===== config.mk =====
export PLATFORM = sky130hd
export DESIGN_NAME = tk1_exec_monitor_flat
export DESIGN_NICKNAME = d
export VERILOG_FILES = /design/src/rtl/tk1_exec_monitor_if.sv /design/src/rtl/tk1_exec_monitor.sv /design/src/flat_wrapper.sv
export SDC_FILE = /design/constraint.sdc
export NUM_CORES = 1
export LEC_CHECK = 0
export ABC_AREA = 1
export CORE_ASPECT_RATIO = 1.5
export CORE_MARGIN = 5
export CORE_UTILIZATION = 59
export CTS_BUF_LIST = sky130_fd_sc_hd__clkbuf_16
export CTS_CLUSTER_DIAMETER = 60
export DETAILED_ROUTE_END_ITERATION = 8
export MAX_ROUTING_LAYER = met4
export PLACE_DENSITY = 0.79
export SYNTH_ARGS = -nofsm -noshare
export SYNTH_HDL_FRONTEND = slang
export SYNTH_SLANG_ARGS = --single-unit

===== constraint.sdc =====
create_clock -name clk -period 5.65 [get_ports clk]
set_input_delay 1.13 -clock clk [delete_from_list [all_inputs] [get_ports clk]]
set_output_delay 1.13 -clock clk [all_outputs]
set_load 0.03 [all_outputs]

===== src/rtl/tk1_exec_monitor_if.sv =====
// tk1 register bus interface for the execution monitor.
// master: drives cs/we/address/write_data, samples read_data/ready.
// slave : samples cs/we/address/write_data, drives read_data/ready.
interface tk1_exec_monitor_if;
  logic        cs;
  logic        we;
  logic [7:0]  address;
  logic [31:0] write_data;
  logic [31:0] read_data;
  logic        ready;

  modport master (output cs, output we, output address, output write_data,
                  input  read_data, input ready);
  modport slave  (input  cs, input we, input address, input write_data,
                  output read_data, output ready);
endinterface


===== src/rtl/tk1_exec_monitor.sv =====
// CPU execution monitor: NUM_REGIONS programmable trap windows plus the fixed
// firmware-RAM no-execute window, with write-once lock, first-violation
// capture and a saturating violation counter.
// Ports:
//   clk, reset_n     - clock, synchronous active-low reset
//   i_fw_app_mode    - 1 = application mode (STATUS clear ignored)
//   i_cpu_valid      - CPU access valid
//   i_cpu_instr      - access is an instruction fetch
//   i_cpu_addr       - CPU access address
//   o_force_trap     - combinational trap request, same cycle as access
//   bus              - tk1 register bus (slave)
module tk1_exec_monitor #(
  parameter int unsigned NUM_REGIONS  = 4,
  parameter int unsigned CTR_WIDTH    = 16,
  parameter logic [31:0] FW_RAM_FIRST = 32'hd0000000,
  parameter logic [31:0] FW_RAM_LAST  = 32'hd00007ff
) (
  input  logic                 clk,
  input  logic                 reset_n,
  input  logic                 i_fw_app_mode,
  input  logic                 i_cpu_valid,
  input  logic                 i_cpu_instr,
  input  logic [31:0]          i_cpu_addr,
  output logic                 o_force_trap,
  tk1_exec_monitor_if.slave    bus
);

  localparam int unsigned IDX_W = 3;
  localparam logic [7:0] ADDR_CTRL   = 8'h00;
  localparam logic [7:0] ADDR_STATUS = 8'h01;
  localparam logic [7:0] ADDR_VADDR  = 8'h02;
  localparam logic [7:0] ADDR_VCOUNT = 8'h03;
  localparam logic [7:0] ADDR_EN     = 8'h08;
  localparam logic [7:0] ADDR_MODE   = 8'h09;
  localparam logic [3:0] FW_REGION   = 4'hf;

  logic                   r_lock;
  logic [NUM_REGIONS-1:0] r_en;
  logic [NUM_REGIONS-1:0] r_mode;
  logic [31:0]            r_first [NUM_REGIONS];
  logic [31:0]            r_last  [NUM_REGIONS];
  logic                   r_viol;
  logic [3:0]             r_viol_region;
  logic [31:0]            r_viol_addr;
  logic [CTR_WIDTH-1:0]   r_cnt;

  logic                   w_wr;
  logic                   w_rgn_sel;
  logic                   w_clr;
  logic                   w_hit_fw;
  logic [NUM_REGIONS-1:0] w_hit;
  logic [IDX_W-1:0]       w_hit_idx;
  logic [3:0]             w_region;
  logic [31:0]            w_rdata;

  assign w_wr      = bus.cs & bus.we;
  // FIRST_i/LAST_i live at 0x10+2i / 0x11+2i; beyond the last window is unmapped
  assign w_rgn_sel = (bus.address[7:4] == 4'h1) &&
                     ({1'b0, bus.address[3:1]} < 4'(NUM_REGIONS));
  assign w_clr     = w_wr && (bus.address == ADDR_STATUS) &&
                     bus.write_data[0] && !i_fw_app_mode;

  // Window match; programmable windows are gated by reset_n so that during
  // reset only the fixed firmware window can trap, as after reset.
  always_comb begin
    w_hit_fw = i_cpu_valid && i_cpu_instr &&
               (i_cpu_addr >= FW_RAM_FIRST) && (i_cpu_addr <= FW_RAM_LAST);
    w_hit = '0;
    for (int i = 0; i < NUM_REGIONS; i++) begin
      w_hit[i] = reset_n && i_cpu_valid && r_en[i] && (i_cpu_instr || r_mode[i]) &&
                 (i_cpu_addr >= r_first[i]) && (i_cpu_addr <= r_last[i]);
    end
    w_hit_idx = '0;
    for (int i = NUM_REGIONS - 1; i >= 0; i--) begin
      if (w_hit[i]) w_hit_idx = IDX_W'(i);
    end
    w_region = w_hit_fw ? FW_REGION : {1'b0, w_hit_idx};
  end

  assign o_force_trap = w_hit_fw | (|w_hit);

  // Register file, capture and counter
  always_ff @(posedge clk) begin
    if (!reset_n) begin
      r_lock        <= 1'b0;
      r_en          <= '0;
      r_mode        <= '0;
      r_viol        <= 1'b0;
      r_viol_region <= '0;
      r_viol_addr   <= '0;
      r_cnt         <= '0;
      for (int i = 0; i < NUM_REGIONS; i++) begin
        r_first[i] <= '0;
        r_last[i]  <= '0;
      end
    end else begin
      if (w_wr && (bus.address == ADDR_CTRL) && bus.write_data[0]) r_lock <= 1'b1;

      // Lock takes effect from the cycle after the CTRL write
      if (w_wr && !r_lock) begin
        if (bus.address == ADDR_EN)   r_en   <= bus.write_data[NUM_REGIONS-1:0];
        if (bus.address == ADDR_MODE) r_mode <= bus.write_data[NUM_REGIONS-1:0];
        for (int i = 0; i < NUM_REGIONS; i++) begin
          if (w_rgn_sel && (bus.address[3:1] == IDX_W'(i))) begin
            if (bus.address[0]) r_last[i]  <= bus.write_data;
            else                r_first[i] <= bus.write_data;
          end
        end
      end

      if (o_force_trap && (r_cnt != '1)) r_cnt <= r_cnt + CTR_WIDTH'(1);

      // A new violation beats a same-cycle clear
      if (o_force_trap && (!r_viol || w_clr)) begin
        r_viol        <= 1'b1;
        r_viol_region <= w_region;
        r_viol_addr   <= i_cpu_addr;
      end else if (w_clr) begin
        r_viol        <= 1'b0;
        r_viol_region <= '0;
        r_viol_addr   <= '0;
      end
    end
  end

  // Read mux: zero when idle, on writes and for unmapped addresses
  always_comb begin
    w_rdata = '0;
    if (bus.cs && !bus.we) begin
      case (bus.address)
        ADDR_CTRL:   w_rdata = {31'h0, r_lock};
        ADDR_STATUS: w_rdata = {24'h0, r_viol_region, 3'b000, r_viol};
        ADDR_VADDR:  w_rdata = r_viol_addr;
        ADDR_VCOUNT: w_rdata = 32'(r_cnt);
        ADDR_EN:     w_rdata = 32'(r_en);
        ADDR_MODE:   w_rdata = 32'(r_mode);
        default: begin
          for (int i = 0; i < NUM_REGIONS; i++) begin
            if (w_rgn_sel && (bus.address[3:1] == IDX_W'(i))) begin
              w_rdata = bus.address[0] ? r_last[i] : r_first[i];
            end
          end
        end
      endcase
    end
  end

  assign bus.read_data = w_rdata;
  assign bus.ready     = bus.cs;

endmodule


===== src/flat_wrapper.sv =====
// flat-port wrapper written by rule: the top's interface ports become plain ports
module tk1_exec_monitor_flat 
#(
  parameter int unsigned NUM_REGIONS  = 4,
  parameter int unsigned CTR_WIDTH    = 16,
  parameter logic [31:0] FW_RAM_FIRST = 32'hd0000000,
  parameter logic [31:0] FW_RAM_LAST  = 32'hd00007ff
)
  (clk, reset_n, i_fw_app_mode, i_cpu_valid, i_cpu_instr, i_cpu_addr, o_force_trap, bus_cs, bus_we, bus_address, bus_write_data, bus_read_data, bus_ready);
  tk1_exec_monitor_if bus_i ();
  input  logic clk;
  input  logic reset_n;
  input  logic i_fw_app_mode;
  input  logic i_cpu_valid;
  input  logic i_cpu_instr;
  input  logic [31:0] i_cpu_addr;
  output logic o_force_trap;
  input wire logic [$bits(bus_i.cs)-1:0] bus_cs;
  input wire logic [$bits(bus_i.we)-1:0] bus_we;
  input wire logic [$bits(bus_i.address)-1:0] bus_address;
  input wire logic [$bits(bus_i.write_data)-1:0] bus_write_data;
  output wire logic [$bits(bus_i.read_data)-1:0] bus_read_data;
  output wire logic [$bits(bus_i.ready)-1:0] bus_ready;
  assign bus_i.cs = bus_cs;
  assign bus_i.we = bus_we;
  assign bus_i.address = bus_address;
  assign bus_i.write_data = bus_write_data;
  assign bus_read_data = bus_i.read_data;
  assign bus_ready = bus_i.ready;
  tk1_exec_monitor #(.NUM_REGIONS(NUM_REGIONS), .CTR_WIDTH(CTR_WIDTH), .FW_RAM_FIRST(FW_RAM_FIRST), .FW_RAM_LAST(FW_RAM_LAST)) u_core (.clk(clk), .reset_n(reset_n), .i_fw_app_mode(i_fw_app_mode), .i_cpu_valid(i_cpu_valid), .i_cpu_instr(i_cpu_instr), .i_cpu_addr(i_cpu_addr), .o_force_trap(o_force_trap), .bus(bus_i));
endmodule

# Word level (Yosys, flattened, before mapping)
# Memories as Yosys holds them, arrays and structs flattened.
# Index checks and enable logic that the tools add are counted.
[totals]
reg_bits = 62
latchBits = 0
ramBits = 256
romBits = 0
output_inout_bits = 34
n_memories = 2
[mem_list]
columns = ["name", "words", "word_bits", "rd", "rd_ports_with_merged_regs", "write_ports", "line_no", "rtl"]
rows = [
  ["u_core.r_first", 4, 32, 4, 0, 4, "tk1_exec_monitor.sv:40", "logic [31:0] r_first [NUM_REGIONS];"],
  ["u_core.r_last", 4, 32, 4, 0, 4, "tk1_exec_monitor.sv:41", "logic [31:0] r_last [NUM_REGIONS];"],
]
[op_classes]
addsub = 1
n_mul = 0
n_div = 0
order_cmp = 11
eq_ne = 10
shifts = 0
n_mux = 64
n_bitwise = 10
n_reduce_logical = 49
[ops]
columns = ["op", "n"]
rows = [
  ["32-bit 2-to-1 mux", 19],
  ["32-bit one-hot mux with 6 select lines", 1],
  ["32-bit greater-or-equal comparator", 4],
  ["32-bit less-or-equal comparator", 4],
  ["1-bit 2-to-1 mux", 37],
  ["1-bit logical AND", 34],
  ["32-bit greater-or-equal comparator (second input constant)", 1],
  ["32-bit less-or-equal comparator (second input constant)", 1],
  ["16-bit by 1-bit adder with 16-bit output (second input constant)", 1],
  ["8-bit by 2-bit == test with 1-bit output (second input constant)", 2],
  ["8-bit by 4-bit == test with 1-bit output (second input constant)", 2],
  ["16-bit inequality test (second input constant)", 1],
  ["4-bit 2-to-1 mux", 3],
  ["1-bit OR", 9],
  ["8-bit by 1-bit == test with 1-bit output (second input constant)", 1],
  ["8-bit zero test", 1],
  ["2-bit 2-to-1 mux", 4],
  ["3-bit by 2-bit == test with 1-bit output (second input constant)", 2],
  ["1-bit logical OR", 5],
  ["4-bit by 1-bit == test with 1-bit output (second input constant)", 1],
  ["1-bit zero test", 4],
  ["2-bit AND reduction", 2],
  ["4-bit OR reduction", 1],
  ["3-bit by 1-bit == test with 1-bit output (second input constant)", 1],
  ["other kinds (4)", 4],
]

# Logic depth before layout (Yosys ltp)
# Gate-level depths: netlist of the first run.
[depth]
word_depth = 11
mapped_depth = 22
ltp_nobuf = 22

# Worst setup path before layout of the first run
# OpenSTA, ideal clock, no wires.
[synth_path]
path_type = "input port to flip-flop"
from = "input bus_address[7]"
to = "memory u_core.r_last[3][0], enable pin"
t_arrival_ns = 4.335
t_required_ns = 5.184
setup_slack_ns = 0.850
cell_stages = 9
path_buffers = 0
cell_sequence = "nor2_2 -> nand4_1 -> nor2_1 -> inv_2 -> nor2_1 -> inv_2 -> nor2_2 -> inv_2 -> o21ai_0"
[synth_rtl]
columns = ["item", "line_no", "rtl"]
rows = [
  ["start, declared", "flat_wrapper.sv:20", "input wire logic [$bits(bus_i.address)-1:0] bus_address;"],
  ["end, declared", "tk1_exec_monitor.sv:41", ""],
]

# Worst setup path after layout of the first run
[layout_path]
from = "input i_cpu_addr[25]"
to = "output o_force_trap"
[layout_via]
elab_chain_cells = 5
elab_cells_between_ends = 22
cone_classes = "10 x order compare; 1 x bitwise; 11 x reduce/logical"
[layout_lines]
columns = ["item", "line_no", "rtl"]
rows = [
  ["start, declared", "flat_wrapper.sv:16", "input logic [31:0] i_cpu_addr;"],
  ["32-bit greater-or-equal comparator", "tk1_exec_monitor.sv:71", "(i_cpu_addr >= r_first[i]) && (i_cpu_addr <= r_last[i]);"],
  ["1-bit logical AND", "tk1_exec_monitor.sv:70", "w_hit[i] = reset_n && i_cpu_valid && r_en[i] && (i_cpu_instr || r_mode[i]) &&"],
  ["1-bit logical AND", "tk1_exec_monitor.sv:71", ""],
  ["4-bit OR reduction", "tk1_exec_monitor.sv:80", "assign o_force_trap = w_hit_fw | (|w_hit);"],
  ["1-bit OR *", "tk1_exec_monitor.sv:80", ""],
  ["end, declared", "flat_wrapper.sv:17", "output logic o_force_trap;"],
]
# Mark *: on every way between the ends. The rest lies on a longest branch, timed or not.

==> run metrics, run 1 <==
worst max-slew margin expressed relative to the limit=36.0%; estimated wirelength of the detail-placed design=58.5 mm; worst endpoint data arrival time=4520 ps; number of buffers added by the clock tree synthesis step=34; Max Fclk=177 MHz; number of core rows=86; post-synthesis instance total=2599; worst setup path class=in2out; vias=19531; reg-to-reg setup timing slack=2030 ps; total non-filler cell area in the finished layout=25000 sq um; reg2reg end=u_core.r_viol_addr[14]; final net count=3064; average footprint of a synthesized cell=8.39 sq um; crit share post-route=99.9%; worst clock skew=23.0 ps; FF-to-FF Start=u_core.r_first[0][31]; Detailed Route WL=77.5 mm; count of endpoints failing setup in the final report=0; count of final max-slew check failures=0; synthesized netlist net count=2935; Vert. Die Dim=246 microns; post-synthesis cell type count=51; number of buffers inserted by post-CTS setup repair=0; flop and latch count out of synthesis=317; sequential element share of the synthesized area=40.8%; routed vias/inst=6.03; clock-pin transition on the worst setup and hold timing paths=60 ps; worst hold slack=471 ps; warning count from the yosys run=0; number of hold violations in the final report=0; status=completed; combined area of all synthesized cells=21800 sq um; most frequently used flop master after synthesis=sky130_fd_sc_hd__edfxtp_1; static power due to leakage=11.1 nW; slew of the pin with the lowest slew margin=958 ps; launch point of the critical path=i_cpu_addr[25]; placed cell area=23800 sq um; signed area change from the synthesized netlist to the final layout=14.7%; setup repair after global routing missed its margin=no; total instance count after detailed placement=3176; FFs w/ async S/R, synth=0%; largest cells by area after synthesis=sky130_fd_sc_hd__edfxtp_1 35%, sky130_fd_sc_hd__ha_1 15%, sky130_fd_sc_hd__nand2_1 8.7%; number of flops mapped to enable cells by yosys=256; number of inserted filler cells in the final layout=2987; Routed wire per std cell=23.9 microns; final non-filler cell total=3238; path type of the worst min-delay path=reg2reg; number of antenna diodes=0; biggest fanout along the worst timing path=18; Initial Util=59.5%; post-route total power=0.00595 W; First DRT Iteration DRCs=1952; CP Launch Type=input port; cts repair resizes=0; hold buffers post-CTS=0; fraction of final layout cells sized beyond drive strength 1=11.1%; final critical delay including setup and external delays=5650 ps; endpoint class of the critical path=primary output; H-tree depth=2; DRT Pass-1 Iters=6; CTS tree=done; Sum Neg Setup Slack=0 ps; area of the placeable core=36700 sq um; total die area=41000 sq um; area fraction of the dominant cell type after synthesis=35.2%; cell types with the highest counts after synthesis=505 x sky130_fd_sc_hd__nand2_1, 405 x sky130_fd_sc_hd__inv_1, 372 x sky130_fd_sc_hd__nor2_1; count of pins on the block boundary=113; worst endpoint required time=4520 ps; antenna-violating nets left=0; initial antenna violation count=0; PwrDens=238 nW/um^2; overall die width=167 microns; crit path capture=o_force_trap; Max rail drop VDD=0.266 mV; clock root buffer=sky130_fd_sc_hd__clkbuf_16; largest net degree at the start of global routing=37; vias in the first global route=19512; number of cells traversed by the worst register-to-register path=15; clock sink count=317; clock latency of the later-clocked register in the worst-skew pair=540 ps; Post-route DRC=0; Yosys top cell by area=sky130_fd_sc_hd__edfxtp_1; Max-cap violations=0; total gr overflow=0; cell with the most instances after synthesis=sky130_fd_sc_hd__nand2_1; Max Buffers Root-to-Sink=3; weighted congestion reported at the end of routability-driven placement=1.04; GRT Total Usage=38.0%; wire length of the first global-routing pass=114 mm; port buffer count=112
## critical path, cell delays in order
cell                              delay [ps]
sky130_fd_sc_hd__clkdlybuf4s50_1         830
sky130_fd_sc_hd__ha_1                    540
sky130_fd_sc_hd__nand2_1                  50
sky130_fd_sc_hd__nor2_1                  100
sky130_fd_sc_hd__nand2_1                 140
sky130_fd_sc_hd__nor4_1                  600
sky130_fd_sc_hd__nand2_1                 200
sky130_fd_sc_hd__a21oi_1                 170
sky130_fd_sc_hd__nand2_1                 150
sky130_fd_sc_hd__nand2_2                 150
sky130_fd_sc_hd__inv_2                    70
sky130_fd_sc_hd__nand2_8                 160
sky130_fd_sc_hd__buf_4                   190
## cell families (layout without fill, tap and decap cells)
| group | Yosys count | after routing | share of synthesized area (%) |
|---|---|---|---|
| AND/OR/NAND/NOR | 1057 | 1057 | 20.8 |
| buffers and inverters | 515 | 670 | 9.66 |
| AO/OA/AOI/OAI | 439 | 439 | 13.4 |
| flip-flops | 317 | 317 | 40.8 |
| adder cells (fa/ha/maj) | 257 | 257 | 14.7 |
| XOR/XNOR | 14 | 14 | 0.562 |
## where the power goes
| part | total (W) | leakage (nW) | switching [W] | internal (W) |
|---|---|---|---|---|
| sequential | 0.00266 | 2.92 | 0.0000474 | 0.00261 |
| clock | 0.00247 | 0.605 | 0.00100 | 0.00147 |
| combinational | 0.000815 | 7.58 | 0.000542 | 0.000272 |
| total | 0.00595 | 11.1 | 0.00159 | 0.00435 |
## worst min path at each step
stage	start	end	cells past startpoint
6_report	u_core.r_cnt[13]	u_core.r_cnt[13]	2
5_1_grt	u_core.r_viol_addr[20]	u_core.r_viol_addr[20]	2
4_1_cts	u_core.r_cnt[13]	u_core.r_cnt[13]	2
2_1_floorplan	u_core.r_mode[3]	u_core.r_mode[3]	2
3_3_place_gp	u_core.r_cnt[13]	u_core.r_cnt[13]	2
3_5_place_dp	u_core.r_cnt[13]	u_core.r_cnt[13]	2
## registers in the layout, indices dropped and copies added (netlist names)
register / count
u_core.r_mode: 4
u_core.r_en: 4
u_core.r_lock: 1
u_core.r_viol_region: 3
u_core.r_first: 128
u_core.r_viol_addr: 32
u_core.r_cnt: 16
u_core.r_viol: 1
u_core.r_last: 128
## routing by layer
layer	wire length [microns]	up-vias	part of all wire (%)	GRT usage [%]
met4	8300	0	11	32.2
met3	5960	410	7.7	5.55
li1	-	8949	-	-
met5	0	-	0	-
met1	26400	9082	34	40.0
met2	36900	1090	48	62.6
## layout by cell type (no fill, tap or decap), types with 49 or more instances in the layout
cell type	instances
sky130_fd_sc_hd__a21oi_1	170
sky130_fd_sc_hd__buf_4	78
sky130_fd_sc_hd__clkdlybuf4s50_1	85
sky130_fd_sc_hd__dfxtp_1	61
sky130_fd_sc_hd__edfxtp_1	256
sky130_fd_sc_hd__ha_1	257
sky130_fd_sc_hd__inv_1	408
sky130_fd_sc_hd__nand2_1	505
sky130_fd_sc_hd__nand3_1	49
sky130_fd_sc_hd__nor2_1	371
sky130_fd_sc_hd__o21ai_0	51
## layout make-up
type / count / area [sq um] / area share, %
multi-input combinational: 1767 / 10900 / 43.5
sequential: 317 / 8910 / 35.6
timing repair buffer: 181 / 1800 / 7.18
inverter: 427 / 1600 / 6.40
clock buffer: 37 / 926 / 3.70
tap: 484 / 606 / 2.42
clock inverter: 25 / 294 / 1.17
## metrics by stage
| stage | util [%] | worst slack (ps) |
|---|---|---|
| 2_1_floorplan | - | 850 |
| 3_3_place_gp | 64.9 | 237 |
| 3_5_place_dp | 64.9 | 267 |
| 4_1_cts | 68.2 | 270 |
| 5_1_grt | 68.2 | 100 |
| 6_report | 68.2 | 4.67 |
(Power assumes the default switching activity.)
==> run 2, diff against run 1 <==
- CORE_UTILIZATION: 59 -> 55
- PLACE_DENSITY: 0.79 -> 0.74
==> run metrics, run 2 (synthesis results as in run 1) <==
status=completed; DRT Pass-1 Iters=6 (unchanged); worst hold slack=467 ps (-4.08 ps); CP Launch Type=input port; Max Fclk=187 MHz (+5.4%); Post-route DRC=0 (unchanged); number of antenna diodes=0 (unchanged); crit share post-route=94.8% (-5.1 points); H-tree depth=2 (unchanged); Psw=0.00159 W (about the same); Post-Route Utilization=63.6% (-4.6 points); Routed wire per std cell=24.4 microns (+2.0%); worst setup path class=in2out; number of cells traversed by the worst register-to-register path=15 (unchanged); total gr overflow=0 (unchanged); reg2reg end=u_core.r_viol_addr[30]; Net Sw Frac=27.2% (+0.42 points); cell with the largest stage delay on the worst path=sky130_fd_sc_hd__clkdlybuf4s50_1; Vert. Die Dim=254 microns (+3.4%); signed area change from the synthesized netlist to the final layout=14.7% (about the same); total die area=43800 sq um (+6.9%); CTS tree=done; initial antenna violation count=0 (unchanged); count of final max-slew check failures=0 (unchanged); FF-to-FF Start=u_core.r_last[1][31]; weighted congestion reported at the end of routability-driven placement=1.04 (+0.52%); Sum Neg Setup Slack=0 ps (unchanged); largest net degree at the start of global routing=40 (+8.1%); port buffer count=112 (unchanged); total buffers and inverters traversed by the critical path=4 (+1); reg-to-reg setup timing slack=2310 ps (+280 ps); number of buffers added by the clock tree synthesis step=36 (+5.9%); placed cell area=23900 sq um (+0.19%); final net count=3070 (+0.20%); number of buffers inserted by post-CTS setup repair=0 (unchanged); Min-Delay Path Depth=2 (unchanged); post-route total power=0.00585 W (-1.6%); Largest regs=u_core.r_first x128, u_core.r_last x128, u_core.r_viol_addr x32; number of core rows=89 (+3.5%); hold buffers post-CTS=0 (unchanged); static power due to leakage=11.1 nW (+0.13%); worst-path cell chain=clkdlybuf4s50_1, ha_1, nand4_1, inv_1, nand4_1, nor2_1, nand4_1, nand2_1, nand2_1, nand2_2, inv_2, nand2_8, buf_4; relative contribution of combinational cells to total power=13.9% (+0.2 points); worst endpoint data arrival time=4220 ps (-300 ps); number of inserted filler cells in the final layout=3455 (+16%); antenna-violating nets left=0 (unchanged); overall die width=173 microns (+3.4%); routed vias/inst=6.01 (-0.30%); vias in the first global route=19223 (-1.5%); clock-pin transition on the worst setup and hold timing paths=60 ps (about the same); number of hold violations in the final report=0 (unchanged); count of endpoints failing setup in the final report=0 (unchanged); worst clock skew=28.5 ps (+5.50 ps); highest-count cells in the layout ignoring fill and taps=505 x sky130_fd_sc_hd__nand2_1, 412 x sky130_fd_sc_hd__inv_1, 371 x sky130_fd_sc_hd__nor2_1; crit-path most repeated cell=sky130_fd_sc_hd__nand4_1; Detailed Route WL=79.6 mm (+2.7%); clock sink count=317 (unchanged); endpoint class of the critical path=primary output; area taken by flip-flops and latches=8910 sq um (unchanged); clock root buffer=sky130_fd_sc_hd__clkbuf_16; wire length of the first global-routing pass=116 mm (+1.5%); GRT Total Usage=36.2% (-1.8 points); fraction of power consumed by the clock network=40.7% (-0.9 points); worst max-slew margin expressed relative to the limit=25.5% (-10 points); vias=19605 (+0.38%); Max Buffers Root-to-Sink=3 (unchanged); dominant delay contributor by cell family on the critical path=simple AND/OR/NAND/NOR gates; Hold Path End=u_core.r_cnt[13]; sequential share of power=45.4% (+0.7 points); commonest non-fill, non-tap cell in the layout=sky130_fd_sc_hd__nand2_1; slew of the pin with the lowest slew margin=1110 ps (+157 ps); largest stage delay on the critical path=760 ps (-70 ps); setup repair after global routing missed its margin=no; fraction of final layout cells sized beyond drive strength 1=11.2% (+0.084 points); First DRT Iteration DRCs=1872 (-4.1%); Max rail drop VDD=0.311 mV (+17%); worst endpoint required time=4520 ps (about the same); cell-internal power=0.00426 W (-2.1%); area of the placeable core=39300 sq um (+7.1%); final critical delay including setup and external delays=5350 ps (-291 ps); biggest fanout along the worst timing path=18 (unchanged); start point of the worst hold path=u_core.r_cnt[13]; total non-filler cell area in the finished layout=25000 sq um (about the same); count of pins on the block boundary=113 (unchanged); clock latency of the later-clocked register in the worst-skew pair=550 ps (about the same); path type of the worst min-delay path=reg2reg; PwrDens=234 nW/um^2 (-1.5%); Initial Util=55.5% (-4.0 points); estimated wirelength of the detail-placed design=58.8 mm (+0.48%); footprint of the multi-input gates=10900 sq um (unchanged); cts repair resizes=0 (unchanged); Max-cap violations=0 (unchanged)
[run 2: through the flow]
step	std cells	setup WS, ps
after global placement	3196	379
after global routing	3260	158
after CTS	3260	332
after floorplan	2599	850
after detailed placement	3196	344
final	3260	295
[run 2: how the worst max path moves through the flow]
stage	start	to	slack, ps	cells after the start
final	i_cpu_addr[31]	o_force_trap	300	13
after global routing	i_cpu_addr[29]	o_force_trap	160	13
after CTS	i_cpu_addr[29]	o_force_trap	330	13
after detailed placement	i_cpu_addr[29]	o_force_trap	340	13
after global placement	i_cpu_addr[31]	o_force_trap	380	13
after floorplan	bus_address[7]	u_core.r_last[3][0]	850	9
[run 2: metal layers]
| metal | global-route usage [%] | share of wire (%) | vias up | routed length [microns] |
|---|---|---|---|---|
| li1 | - | - | 8986 | - |
| met2 | 61.6 | 49 | 1023 | 39100 |
| met4 | 27.9 | 9.6 | 0 | 7670 |
| met3 | 4.30 | 6.7 | 370 | 5360 |
| met1 | 38.3 | 35 | 9226 | 27500 |
| met5 | - | 0 | - | 0 |
[run 2: worst register-to-register path: cells and delay by family (launching register included)]
kind | cells | cell delay [ps]
compound gates | 1 | 150
fa+ha+maj | 1 | 310
buf+inv | 3 | 490
flops | 1 | 350
simple gates | 10 | 1960
[run 2: final cells by class]
| type | count | share of cell area (%) |
|---|---|---|
| clock inverter | 27 | 0.960 |
| timing repair buffer | 185 | 7.28 |
| clock buffer | 37 | 3.70 |
| sequential | 317 | 35.6 |
| tap | 500 | 2.50 |
| inverter | 427 | 6.41 |
| multi-input combinational | 1767 | 43.5 |
[run 2: power by group through the flow]
stage	Combinational (W)	Sequential (W)	Clock (W)
after global placement	0.000772	0.00270	0
after detailed placement	0.000795	0.00270	0
final	0.000814	0.00265	0.00238
after floorplan	0.000449	0.00269	0
after CTS	0.000800	0.00265	0.00239
after global routing	0.000890	0.00266	0.00248
